## src/rtl/jtcps1_obj_pkg.sv

```systemverilog
// Shared definitions for the CPS1 object line renderer.
// Provides the FSM state encoding, table layout constants, the line buffer
// pixel payload and the planar-to-packed pixel helper.
package jtcps1_obj_pkg;

    typedef enum logic [2:0] {
        ST_IDLE,
        ST_RD0,
        ST_RD1,
        ST_RD2,
        ST_FETCH,
        ST_DRAW,
        ST_NEXT
    } obj_state_e;

    localparam logic [15:0] OBJ_TERMINATOR  = 16'hFFFF;
    localparam logic [3:0]  OBJ_TRANSPARENT = 4'hF;
    localparam int unsigned OBJ_ENTRIES     = 128;
    localparam int unsigned OBJ_STRIDE      = 4;
    localparam int unsigned ENTRY_W         = $clog2(OBJ_ENTRIES);
    localparam int unsigned WORD_W          = $clog2(OBJ_STRIDE);

    // Line buffer write payload
    typedef struct packed {
        logic [4:0] pal;
        logic [3:0] color;
    } obj_pixel_t;

    // Gather bit (7-i) of each plane (bit i when mirrored) into a 4-bit color
    function automatic logic [3:0] obj_pixel(input logic [31:0] d,
                                             input logic [2:0]  i,
                                             input logic        hflip);
        logic [7:0] p0, p1, p2, p3;
        logic [2:0] b;
        p0 = d[7:0];
        p1 = d[15:8];
        p2 = d[23:16];
        p3 = d[31:24];
        b  = hflip ? i : ~i;
        return {p3[b], p2[b], p1[b], p0[b]};
    endfunction

endpackage

```

## src/rtl/jtcps1_obj_pxl.sv

```systemverilog
// Planar pixel serializer: holds one 32-bit ROM word (4 planes x 8 pixels)
// and presents one 4-bit color per clock.
// Ports: load latches data and rewinds the index; step advances the index;
// hflip selects reversed bit order; idx is the current pixel index;
// color_c is the color of the current pixel.
module jtcps1_obj_pxl
    import jtcps1_obj_pkg::*;
(
    input  logic        clk,
    input  logic        rst_n,
    input  logic        load,
    input  logic        step,
    input  logic        hflip,
    input  logic [31:0] data,
    output logic [2:0]  idx,
    output logic [3:0]  color_c
);

    logic [31:0] data_q, data_d;
    logic [2:0]  idx_q, idx_d;

    always_comb begin
        data_d = data_q;
        idx_d  = idx_q;
        if (load) begin
            data_d = data;
            idx_d  = 3'd0;
        end else if (step) begin
            idx_d = idx_q + 3'd1;
        end
    end

    always_ff @(posedge clk) begin
        if (!rst_n) begin
            data_q <= '0;
            idx_q  <= '0;
        end else begin
            data_q <= data_d;
            idx_q  <= idx_d;
        end
    end

    assign idx     = idx_q;
    assign color_c = obj_pixel(data_q, idx_q, hflip);

endmodule

```

## src/rtl/jtcps1_obj_draw.sv

```systemverilog
// CPS1 object line renderer: walks the per-line object table, fetches two
// 8-pixel halves of each object from ROM and writes opaque pixels into the
// line buffer.
// Ports: start/flip control; line_addr/line_data read the object table;
// rom_* perform handshaked tile fetches; buf_* write the line buffer;
// busy is high while a line is being rendered.
module jtcps1_obj_draw
    import jtcps1_obj_pkg::*;
#(
    parameter int unsigned AW = 9
) (
    input  logic          clk,
    input  logic          rst_n,
    input  logic          start,
    input  logic          flip,
    output logic [8:0]    line_addr,
    input  logic [15:0]   line_data,
    output logic [19:0]   rom_addr,
    output logic          rom_half,
    output logic          rom_cs,
    input  logic          rom_ok,
    input  logic [31:0]   rom_data,
    output logic [AW-1:0] buf_addr,
    output logic [8:0]    buf_data,
    output logic          buf_wr,
    output logic          busy
);

    obj_state_e         state_q, state_d;
    logic [ENTRY_W-1:0] entry_q, entry_d;
    logic [3:0]         vsub_q, vsub_d;
    logic               hflip_q, hflip_d;
    logic [4:0]         pal_q, pal_d;
    logic [AW-1:0]      x_q, x_d;
    logic               second_q, second_d;
    logic [8:0]         line_addr_q, line_addr_d;
    logic [19:0]        rom_addr_q, rom_addr_d;
    logic               rom_half_q, rom_half_d;
    logic               rom_cs_q, rom_cs_d;
    logic [AW-1:0]      buf_addr_q, buf_addr_d;
    obj_pixel_t         buf_data_q, buf_data_d;
    logic               buf_wr_q, buf_wr_d;
    logic               busy_q, busy_d;

    logic          fetch_done_c;
    logic [2:0]    pix_idx;
    logic [3:0]    color_c;
    logic [AW-1:0] pix_pos_c;

    // Accepted handshake only while our own request is outstanding
    assign fetch_done_c = (state_q == ST_FETCH) && rom_cs_q && rom_ok;
    // 8*halfpos + i is just {halfpos, i}
    assign pix_pos_c    = x_q + AW'({second_q, pix_idx});

    jtcps1_obj_pxl u_pxl (
        .clk     (clk),
        .rst_n   (rst_n),
        .load    (fetch_done_c),
        .step    (state_q == ST_DRAW),
        .hflip   (hflip_q),
        .data    (rom_data),
        .idx     (pix_idx),
        .color_c (color_c)
    );

    // Next-state and registered output logic
    always_comb begin
        state_d     = state_q;
        entry_d     = entry_q;
        vsub_d      = vsub_q;
        hflip_d     = hflip_q;
        pal_d       = pal_q;
        x_d         = x_q;
        second_d    = second_q;
        line_addr_d = line_addr_q;
        rom_addr_d  = rom_addr_q;
        rom_half_d  = rom_half_q;
        rom_cs_d    = rom_cs_q;
        buf_addr_d  = buf_addr_q;
        buf_data_d  = buf_data_q;
        buf_wr_d    = 1'b0;
        busy_d      = busy_q;

        case (state_q)
            ST_IDLE: ;
            ST_RD0: begin
                line_addr_d = {entry_q, WORD_W'(1)};
                state_d     = ST_RD1;
            end
            ST_RD1: begin
                // word0 is on line_data now
                if (line_data == OBJ_TERMINATOR) begin
                    state_d = ST_IDLE;
                    busy_d  = 1'b0;
                end else begin
                    vsub_d      = line_data[11:8];
                    hflip_d     = line_data[5];
                    pal_d       = line_data[4:0];
                    line_addr_d = {entry_q, WORD_W'(2)};
                    state_d     = ST_RD2;
                end
            end
            ST_RD2: begin
                // word1 (code) is on line_data now
                rom_addr_d = {line_data, vsub_q};
                rom_half_d = hflip_q;
                rom_cs_d   = 1'b1;
                second_d   = 1'b0;
                state_d    = ST_FETCH;
            end
            ST_FETCH: begin
                // word2 (x) stays on line_data while the first half is fetched
                if (!second_q) begin
                    x_d = line_data[AW-1:0];
                end
                if (fetch_done_c) begin
                    rom_cs_d = 1'b0;
                    state_d  = ST_DRAW;
                end
            end
            ST_DRAW: begin
                buf_addr_d = flip ? ~pix_pos_c : pix_pos_c;
                buf_data_d = '{pal: pal_q, color: color_c};
                buf_wr_d   = (color_c != OBJ_TRANSPARENT);
                if (pix_idx == 3'd7) begin
                    if (!second_q) begin
                        second_d   = 1'b1;
                        rom_half_d = ~hflip_q;
                        rom_cs_d   = 1'b1;
                        state_d    = ST_FETCH;
                    end else begin
                        state_d = ST_NEXT;
                    end
                end
            end
            ST_NEXT: begin
                if (entry_q == ENTRY_W'(OBJ_ENTRIES - 1)) begin
                    state_d = ST_IDLE;
                    busy_d  = 1'b0;
                end else begin
                    entry_d     = entry_q + ENTRY_W'(1);
                    line_addr_d = {entry_q + ENTRY_W'(1), WORD_W'(0)};
                    state_d     = ST_RD0;
                end
            end
            default: state_d = ST_IDLE;
        endcase

        // A start pulse (re)begins the line from entry 0 in any state
        if (start) begin
            state_d     = ST_RD0;
            entry_d     = '0;
            line_addr_d = '0;
            rom_cs_d    = 1'b0;
            buf_wr_d    = 1'b0;
            busy_d      = 1'b1;
        end
    end

    always_ff @(posedge clk) begin
        if (!rst_n) begin
            state_q     <= ST_IDLE;
            entry_q     <= '0;
            vsub_q      <= '0;
            hflip_q     <= 1'b0;
            pal_q       <= '0;
            x_q         <= '0;
            second_q    <= 1'b0;
            line_addr_q <= '0;
            rom_addr_q  <= '0;
            rom_half_q  <= 1'b0;
            rom_cs_q    <= 1'b0;
            buf_addr_q  <= '0;
            buf_data_q  <= '0;
            buf_wr_q    <= 1'b0;
            busy_q      <= 1'b0;
        end else begin
            state_q     <= state_d;
            entry_q     <= entry_d;
            vsub_q      <= vsub_d;
            hflip_q     <= hflip_d;
            pal_q       <= pal_d;
            x_q         <= x_d;
            second_q    <= second_d;
            line_addr_q <= line_addr_d;
            rom_addr_q  <= rom_addr_d;
            rom_half_q  <= rom_half_d;
            rom_cs_q    <= rom_cs_d;
            buf_addr_q  <= buf_addr_d;
            buf_data_q  <= buf_data_d;
            buf_wr_q    <= buf_wr_d;
            busy_q      <= busy_d;
        end
    end

    assign line_addr = line_addr_q;
    assign rom_addr  = rom_addr_q;
    assign rom_half  = rom_half_q;
    assign rom_cs    = rom_cs_q;
    assign buf_addr  = buf_addr_q;
    assign buf_data  = buf_data_q;
    assign buf_wr    = buf_wr_q;
    assign busy      = busy_q;

endmodule

```

## config.mk

```make
export PLATFORM = sky130hd
export DESIGN_NAME = jtcps1_obj_draw
export DESIGN_NICKNAME = d
export VERILOG_FILES = /design/src/rtl/jtcps1_obj_pkg.sv /design/src/rtl/jtcps1_obj_pxl.sv /design/src/rtl/jtcps1_obj_draw.sv
export SDC_FILE = /design/constraint.sdc
export NUM_CORES = 1
export LEC_CHECK = 0
export BUFFER_PORTS_ARGS = -buffer_cell sky130_fd_sc_hd__buf_2
export CAP_MARGIN = 20
export CORE_ASPECT_RATIO = 0.75
export CORE_MARGIN = 1
export CORE_UTILIZATION = 59
export CTS_CLUSTER_SIZE = 28
export DETAILED_ROUTE_END_ITERATION = 6
export PLACE_DENSITY_LB_ADDON = 0.2
export SLEW_MARGIN = 0
export SYNTH_ARGS = -nofsm -noshare
export SYNTH_HDL_FRONTEND = slang
export SYNTH_SLANG_ARGS = --single-unit
```

## constraint.sdc

```tcl
create_clock -name clk -period 5.7 [get_ports clk]
set_input_delay 0.57 -clock clk [delete_from_list [all_inputs] [get_ports clk]]
set_output_delay 0.57 -clock clk [all_outputs]
set_load 0.03 [all_outputs]
```

Yosys cells after proc, flatten, opt, wreduce, memory -nomap -nowiden
Index checks and enable logic that the tools add are counted.
{ "classes": {"n_mux": 33, "n_reduce_logical": 20, "multipliers": 0, "shifts": 0, "add_sub_neg": 3, "div_mod_pow": 0, "bitwise_logic": 9, "magnitude_cmp": 1, "n_eq_ne": 20} }
{ "op_table": {"columns": ["op", "count"], "rows": [
  ["9-bit 2-to-1 mux", 3],
  ["9-bit case mux with 3 select lines", 1],
  ["3-bit case mux with 7 select lines", 1],
  ["16-bit == test, second input constant", 1],
  ["1-bit 2-to-1 mux", 15],
  ["3-bit AND reduction", 5],
  ["1-bit binary-select mux with 3-bit select", 4],
  ["3-bit == test, second input constant", 4],
  ["2-bit != test, second input constant", 6],
  ["3-bit != test, second input constant", 4],
  ["9-bit by 4-bit adder with 9-bit output", 1],
  ["3-bit 2-to-1 mux", 3],
  ["9-bit NOT", 1],
  ["3-bit nonzero test", 3],
  ["2-bit AND reduction", 4],
  ["7-bit by 1-bit adder with 7-bit output, second input constant", 1],
  ["7-bit == test, second input constant", 1],
  ["1-bit NOT", 7],
  ["3-bit by 2-bit == test with 1-bit output, second input constant", 2],
  ["1-bit case mux with 2 select lines", 3],
  ["3-bit by 4-bit < comparator with 1-bit output, second input constant", 1],
  ["2-bit 2-to-1 mux", 2],
  ["4-bit != test, second input constant", 1],
  ["4-bit AND reduction", 1],
  ["9 further kinds", 11]
]} }
{ "totals": {"ramBits": 0, "latchBits": 0, "in_bits": 53, "romBits": 0, "n_memories": 0, "elab_cells": 105, "out_inout_bits": 51, "reg_bits": 116} }

Depth between registers and ports, before layout
Gate-level depths: netlist (run 1).
{ "depth": {"depth_word": 6, "mapped_depth": 8, "mapped_depth_nobuf": 8} }

Hierarchy
Synthesis (run 1) repeated with hierarchy kept, for this count alone.
{ "unflattened": {"cells_unflattened": 626, "area_unflattened_um2": 5445.2} }
{ "modules_own_cells": {"columns": ["mod", "n_inst", "seq_area_each_um2", "area_each_um2", "cells_per_inst"], "rows": [
  ["jtcps1_obj_draw", 1, 1621.6, 3562.2, 425],
  ["jtcps1_obj_pxl", 1, 700.7, 1883.1, 201]
]} }

Least setup slack after synthesis (run 1)
OpenSTA, ideal clock, no wires.
{ "synth_timing": {"path_type": "input to register", "from": "input port line_data[13]", "to": "register line_addr_q[2], in the netlist line_addr[2]", "path_buffers": 0, "cell_stages": 6, "setup_time_ps": 128, "required_time_ps": 5572, "path_slack_ps": 3831, "arrival_ps": 1741, "cell_sequence": "nand4_1 > o41ai_4 > a21oi_2 > a21oi_4 > mux2i_1 > nor2_1"} }
{ "synth_via": {"elab_chain_cells": 3} }
{ "synth_lines": {"columns": ["element", "line_no", "source"], "rows": [
  ["from (decl)", "jtcps1_obj_draw.sv:17", "input logic [15:0] line_data,"],
  ["16-bit == test", "jtcps1_obj_draw.sv:92", "if (line_data == OBJ_TERMINATOR) begin"],
  ["2-bit != test (no line)", null, null],
  ["3-bit AND reduction (no line)", null, null],
  ["to (signal assigned)", "jtcps1_obj_draw.sv:185", "line_addr_q <= line_addr_d;"],
  ["to (decl)", "jtcps1_obj_draw.sv:36", "logic [8:0] line_addr_q, line_addr_d;"]
]} }
No other way between the ends.
A chain may end at the register's enable or synchronous reset.

Final worst setup path (run 1)
{ "layout_timing": {"from": "register u_pxl.idx_q[1], in the netlist u_pxl.idx[1]", "to": "register buf_addr_q[5], in the netlist buf_addr[5]"} }
{ "layout_via": {"elab_chain_cells": 3} }
{ "layout_lines": {"columns": ["element", "line_no", "source"], "rows": [
  ["from (decl)", "jtcps1_obj_pxl.sv:20", "logic [2:0] idx_q, idx_d;"],
  ["from (signal assigned)", "jtcps1_obj_pxl.sv:39", "idx_q <= idx_d;"],
  ["9-bit by 4-bit adder with 9-bit output (*)", "jtcps1_obj_draw.sv:53", "assign pix_pos_c = x_q + AW'({second_q, pix_idx});"],
  ["9-bit NOT", "jtcps1_obj_draw.sv:122", "buf_addr_d = flip ? ~pix_pos_c : pix_pos_c;"],
  ["9-bit 2-to-1 mux (*)", "jtcps1_obj_draw.sv:122", null],
  ["to (signal assigned)", "jtcps1_obj_draw.sv:189", "buf_addr_q <= buf_addr_d;"],
  ["to (decl)", "jtcps1_obj_draw.sv:40", "logic [AW-1:0] buf_addr_q, buf_addr_d;"]
]} }
Every way passes the cells marked *; elsewhere a longest branch is shown, timed or not.

==> flow_metrics.env, run 1 <==
export IMPL_status="complete, no violations"
export IMPL_dieArea_um2=9260
export IMPL_syn_to_final_growth_pct=21.1
export IMPL_ff2ff_path_depth=7
export IMPL_htreeDepth=4
export IMPL_p_per_area_nw_per_um2=302
export IMPL_io_buffers=103
export IMPL_rows=29
export IMPL_cts_tree="yes"
export IMPL_synth_cell_types=64
export IMPL_grt_start_max_net_pins=48
export IMPL_hold_buffers=0
export IMPL_synth_avg_cell_area_um2=8.23
export IMPL_drc=0
export IMPL_die_height_um=83.6
export IMPL_peakVddDrop_mv=0.292
export IMPL_drtIter0Drc=353
export IMPL_p_comb_share_pct=3.3
export IMPL_max_freq_mhz=399
export IMPL_cp_arrival_ps=2830
export IMPL_hold_viol_final=0
export IMPL_clkSlewWorstSetupHoldPaths_ps=50
export IMPL_cts_buffers=17
export IMPL_drv_slew=0
export IMPL_yosysSeqAreaShare_pct=44.3
export IMPL_fin_crit_ps=2510
export IMPL_holdPathStages=3
export IMPL_holdPathEnd="u_pxl.data_q[18]"
export IMPL_viasPerCell=5.69
export IMPL_synth_cells=636
export IMPL_cp_end_kind="flip-flop"
export IMPL_worstHoldStart="rom_data[18]"
export IMPL_finClkSkew_ps=6.86
export IMPL_worst_r2r_endpoint="buf_addr[5]"
export IMPL_r2r_setup_slack_ps=3190
export IMPL_p_leak_nw=2.53
export IMPL_setup_viol=0
export IMPL_hpwl_mm=8.81
export IMPL_synth_fp_nets=697
export IMPL_clockRootBuffer="clkbuf_16"
export IMPL_nFillCells=652
export IMPL_p_clk_share_pct=54.1
export IMPL_layout_cells_non_filler=841
export IMPL_cap_violations=0
export IMPL_sw_frac_of_total_pct=20.4
export IMPL_rsz0062_at_grt="no"
export IMPL_setup_tns_final_ps=0
export IMPL_io_pins=104
export IMPL_synthFlopType="dfxtp_1"
export IMPL_tightest_slew_ps=1060
export IMPL_clock_path_buffers=2
export IMPL_period_share_pct=44.0
export IMPL_cts_sinks=116
export IMPL_grt_pass1_vias=4419
export IMPL_grt_usage_pct=28.3
export IMPL_worstSetupStartpointType="flip-flop"
export IMPL_switchingPower_mw=0.392
export IMPL_overflow=0
export IMPL_crit_fanout=28
export IMPL_async_reset_ff_share_pct=0
export IMPL_via_count=4788
export IMPL_required_ps=6020
export IMPL_initial_core_util_pct=61.4
export IMPL_synth_most_common_cell="nand2_1"
export IMPL_insertion_delay_ps=410
export IMPL_yosysTopAreaCellShare_pct=44.3
export IMPL_synth_area_leaders="dfxtp_1 44%, nand2_1 12%, a21oi_1 8.7%, mux2i_1 4.2%, nor2_1 3.0%"
export IMPL_startpoint="u_pxl.idx[1]"
export IMPL_antenna_cells=0
export IMPL_seq_power_share_pct=42.7
export IMPL_dp_cells=811
export IMPL_slew_headroom_pct=29.5
export IMPL_ys_ff_latch=116
export IMPL_postRouteAntennaNets=0
export IMPL_globalplace_congestion=0.913
export IMPL_synth_top_area_cell="dfxtp_1"
export IMPL_grt_antenna_before_repair=0
export IMPL_synth_edff_count=0
export IMPL_ctsResizeCount=0
export IMPL_die_width_um=111
export IMPL_drive_gt1_share_pct=21.0
export IMPL_wirelength_mm=12.9
export IMPL_ys_top_cells_by_count="164 x nand2_1, 116 x dfxtp_1, 91 x a21oi_1"
export IMPL_hp_class="input port to flip-flop"
export IMPL_avgRoutedWirePerCell_um=15.3
export IMPL_synth_area_um2=5240
export IMPL_core_um2=8530
export IMPL_internal_power_mw=1.52
export IMPL_fin_nets=783
export IMPL_grt_pass1_wl_mm=20.9
export IMPL_critical_path_class="flip-flop to flip-flop"
export IMPL_timing_rr_start="u_pxl.idx[1]"
export IMPL_dr_pass1_iters=5
export IMPL_final_util_pct=74.4
export IMPL_yosysWarnings=0
export IMPL_cts_setup_buffers=0
per-layer routing:
metal | up-vias | track usage [%] | share of wire (%)
li1 | 2366 | - | -
met1 | 2256 | 37.4 | 47
met2 | 148 | 43.6 | 46
met3 | 18 | 8.21 | 5.9
met4 | 0 | 11.0 | 1.3
met5 | - | 0 | 0
layout make-up:
| class | instances | area (µm²) | share of cell area (%) |
|---|---|---|---|
| clock buffer | 27 | 543 | 8.56 |
| clock inverter | 3 | 40.0 | 0.631 |
| inverter | 4 | 15.0 | 0.237 |
| multi-input combinational | 475 | 2730 | 43.0 |
| sequential | 116 | 2320 | 36.6 |
| tap | 108 | 135 | 2.13 |
| timing repair buffer | 108 | 557 | 8.78 |
worst max-delay path by stage:
stage,endpoint,slack (ps),cells after the start
6_report,buf_addr[5],3190,7
5_1_grt,buf_addr[5],2960,7
4_1_cts,buf_addr[5],3220,7
3_5_place_dp,buf_addr[5],3240,7
3_3_place_gp,rom_half,3280,6
2_1_floorplan,line_addr[2],3830,6
power by group through the flow:
stage	combinational, mW	clock (mW)	sequential [mW]
floorplan	0.0314	0	0.834
detailed placement	0.0619	0	0.834
global placement	0.0608	0	0.834
finish	0.0623	1.04	0.818
global route	0.0681	1.08	0.817
CTS	0.0623	1.04	0.818
placed cells by master, fill, tap and decap left out, types with 3 or more instances in the layout:
master,netlist,layout
buf_2,10,103
a22o_1,5,5
xnor2_1,15,15
dfxtp_1,116,116
and3_1,5,5
nand2b_1,8,8
a31oi_1,6,6
clkbuf_8,0,8
a21o_1,6,6
o21ai_0,7,7
nand3_1,10,10
a22oi_1,5,5
and2_1,4,4
ha_1,7,7
xor2_1,7,7
nor3_1,3,3
nor2b_1,9,9
a221oi_1,3,3
a21oi_1,91,91
clkbuf_16,0,17
a211oi_1,6,6
nor2_1,42,42
mux2i_1,22,22
buf_4,1,4
nand2_1,164,164
state kept, by name, summed over array words and instances, names as in the netlist, 3 cells and up:
name,cells
rom_addr,20
u_pxl.idx,3
entry_q,7
line_addr,9
u_pxl.data_q,32
vsub_q,4
state_q,3
buf_addr,9
pal_q,5
buf_data,9
x_q,9
per-stage QoR:
stage / setup WS (ps) / instance area [µm²] / total power [mW] / hold slack, ps
6_report: 3190 / 6340 / 1.92 / 388
5_1_grt: 2960 / 6340 / 1.96 / 396
4_1_cts: 3220 / 6340 / 1.92 / 388
3_5_place_dp: 3240 / 5760 / 0.896 / 443
3_3_place_gp: 3280 / 5740 / 0.895 / 436
2_1_floorplan: 3830 / 5240 / 0.866 / 431
worst max-delay path, stage by stage, from the launching register on:
cell and delay (ps):
dfxtp_1 1020, ha_1 390, a21o_1 160, a21o_1 200
a21oi_1 250, nor2b_1 90, xnor2_1 130, o31ai_1 170
kinds of logic after synthesis:
family | count (synthesis) | share of synthesized area [%]
and+or+nand+nor | 267 | 22.7
adders and majority gates | 8 | 2.05
buffers and inverters | 45 | 3.68
xor gates and xnor gates | 22 | 3.68
DFF | 116 | 44.3
muxes | 24 | 4.64
AOI/OAI and AO/OA | 154 | 18.9
No activity file was read; power rests on OpenSTA's default activity.
==> run 2, diff against run 1 <==
- CORE_UTILIZATION: 59 -> 55
- clock period: 5.7 -> 2.6 ns (I/O delays scaled with it)
==> run 2 against run 1 <==
Effect of this change: global-route usage decreased by 1.5 points; first-iteration DRC count increased by 2.0%; routed wire length about the same; fmax increased by 18%; sequential share of layout area decreased by 0.44 points; clock skew barely moved; worst setup slack worse by 2700 ps; critical path type unchanged.
==> flow_metrics.env, run 2 (synthesis results as in run 1) <==
export IMPL_avgRoutedWirePerCell_um=14.8
export IMPL_total_power_mw=4.14
export IMPL_clock_path_buffers=2
export IMPL_ctsResizeCount=0
export IMPL_final_util_pct=70.1
export IMPL_drive_gt1_share_pct=21.7
export IMPL_clkSlewWorstSetupHoldPaths_ps=50
export IMPL_grt_pass1_wl_mm=20.6
export IMPL_overflow=0
export IMPL_critical_path_class="flip-flop to flip-flop"
export IMPL_dr_pass1_iters=5
export IMPL_mostFrequentLayoutCells="164 x nand2_1, 116 x dfxtp_1, 103 x buf_2"
export IMPL_hold_buffers=0
export IMPL_via_count=4822
export IMPL_seq_power_share_pct=43.3
export IMPL_status="complete, no violations"
export IMPL_cts_setup_buffers=0
export IMPL_setup_viol=0
export IMPL_finClkSkew_ps=6.42
export IMPL_nFillCells=760
export IMPL_io_pins=104
export IMPL_rsz0062_at_grt="no"
export IMPL_grt_usage_pct=26.8
export IMPL_p_per_area_nw_per_um2=644
export IMPL_max_freq_mhz=468
export IMPL_dpl_cell_area_um2=5850
export IMPL_cts_buffers=17
export IMPL_peakVddDrop_mv=0.519
export IMPL_syn_to_final_growth_pct=22.6
export IMPL_place_ws_ps=575
export IMPL_rows=30
export IMPL_fin_area_um2=6420
export IMPL_p_leak_nw=2.57
export IMPL_die_width_um=115
export IMPL_drv_slew=0
export IMPL_dp_cells=839
export IMPL_clockRootBuffer="clkbuf_16"
export IMPL_cts_sinks=116
export IMPL_viasPerCell=5.54
export IMPL_io_buffers=103
export IMPL_hold_viol_final=0
export IMPL_grt_antenna_before_repair=1
export IMPL_grt_pass1_vias=4326
export IMPL_initial_core_util_pct=57.2
export IMPL_dieArea_um2=9920
export IMPL_largest_reg_flops=32
export IMPL_postRouteAntennaNets=0
export IMPL_cts_tree="yes"
export IMPL_core_um2=9160
export IMPL_p_clk_share_pct=53.2
export IMPL_p_comb_share_pct=3.4
export IMPL_die_height_um=86.5
export IMPL_cap_violations=0
export IMPL_hp_class="input port to flip-flop"
export IMPL_period_share_pct=82.1
export IMPL_sw_frac_of_total_pct=20.4
export IMPL_final_common_cell="nand2_1"
export IMPL_fin_crit_ps=2130
export IMPL_drc=0
export IMPL_internal_power_mw=3.29
export IMPL_timing_hold_ws_ps=86.2
export IMPL_crit_fanout=19
export IMPL_htreeDepth=4
export IMPL_fin_ws_ps=465
export IMPL_required_ps=2860
export IMPL_insertion_delay_ps=410
export IMPL_globalplace_congestion=0.879
export IMPL_switchingPower_mw=0.845
export IMPL_cp_end_kind="flip-flop"
export IMPL_tightest_slew_ps=646
export IMPL_layout_cells_non_filler=870
export IMPL_cp_arrival_ps=2400
export IMPL_hpwl_mm=8.79
export IMPL_wirelength_mm=12.9
export IMPL_fin_nets=791
export IMPL_drtIter0Drc=360
export IMPL_grt_start_max_net_pins=36
export IMPL_worstSetupStartpointType="flip-flop"
export IMPL_setup_tns_final_ps=0
export IMPL_slew_headroom_pct=56.9
export IMPL_regMostFlops="u_pxl.data_q"
run 2: cell types whose count changed in the layout (fill, tap and decap cells not counted), sizes merged:
cell / before / now
diode: 0 / 1
clkbuf: 27 / 26
clkinv: 2 / 3
buf: 108 / 116
run 2: worst max-delay path: stages (launching register included):
cell and delay, ps:
dfxtp_1 520, buf_4 320, nand2_1 90, mux2i_1 300, a222oi_1 190, a22o_1 290, nor2_1 170, a311oi_1 110
run 2: metal layers:
layer | up-vias | GRT usage [%] | routed length (µm)
met5 | - | 0 | 0
met4 | 0 | 10.3 | 156
met3 | 17 | 6.29 | 803
met2 | 167 | 41.3 | 5830
met1 | 2262 | 36.5 | 6070
li1 | 2376 | - | -
run 2: cell type report:
cell class / instances / area (µm²) / share of cell area, %
multi-input cells: 475 / 2730 / 42.5
flip-flops and latches: 116 / 2320 / 36.2
repair buffers: 116 / 626 / 9.74
clock buffers: 26 / 519 / 8.09
well taps: 128 / 160 / 2.49
clock inverters: 4 / 45.0 / 0.702
inverters: 4 / 15.0 / 0.234
diodes: 1 / 2.50 / 0.0390
run 2: power groups by stage:
stage / clock, mW / sequential, mW / combinational, mW
CTS: 2.22 / 1.79 / 0.142
floorplan: 0 / 1.83 / 0.0689
global route: 2.29 / 1.79 / 0.154
global placement: 0 / 1.83 / 0.138
finish: 2.20 / 1.79 / 0.142
detailed placement: 0 / 1.83 / 0.141
run 2: path summary, 6_finish.rpt:
kind | endpoint | slack [ps] | depth (start not counted) | start
worst min register to register | buf_addr[6] | 440 | 2 | buf_addr[6]
worst max register to register | buf_wr | 470 | 7 | u_pxl.idx[1]
worst max-delay path | buf_wr | 470 | 7 | u_pxl.idx[1]
worst min-delay path | u_pxl.data_q[7] | 90 | 3 | rom_data[7]
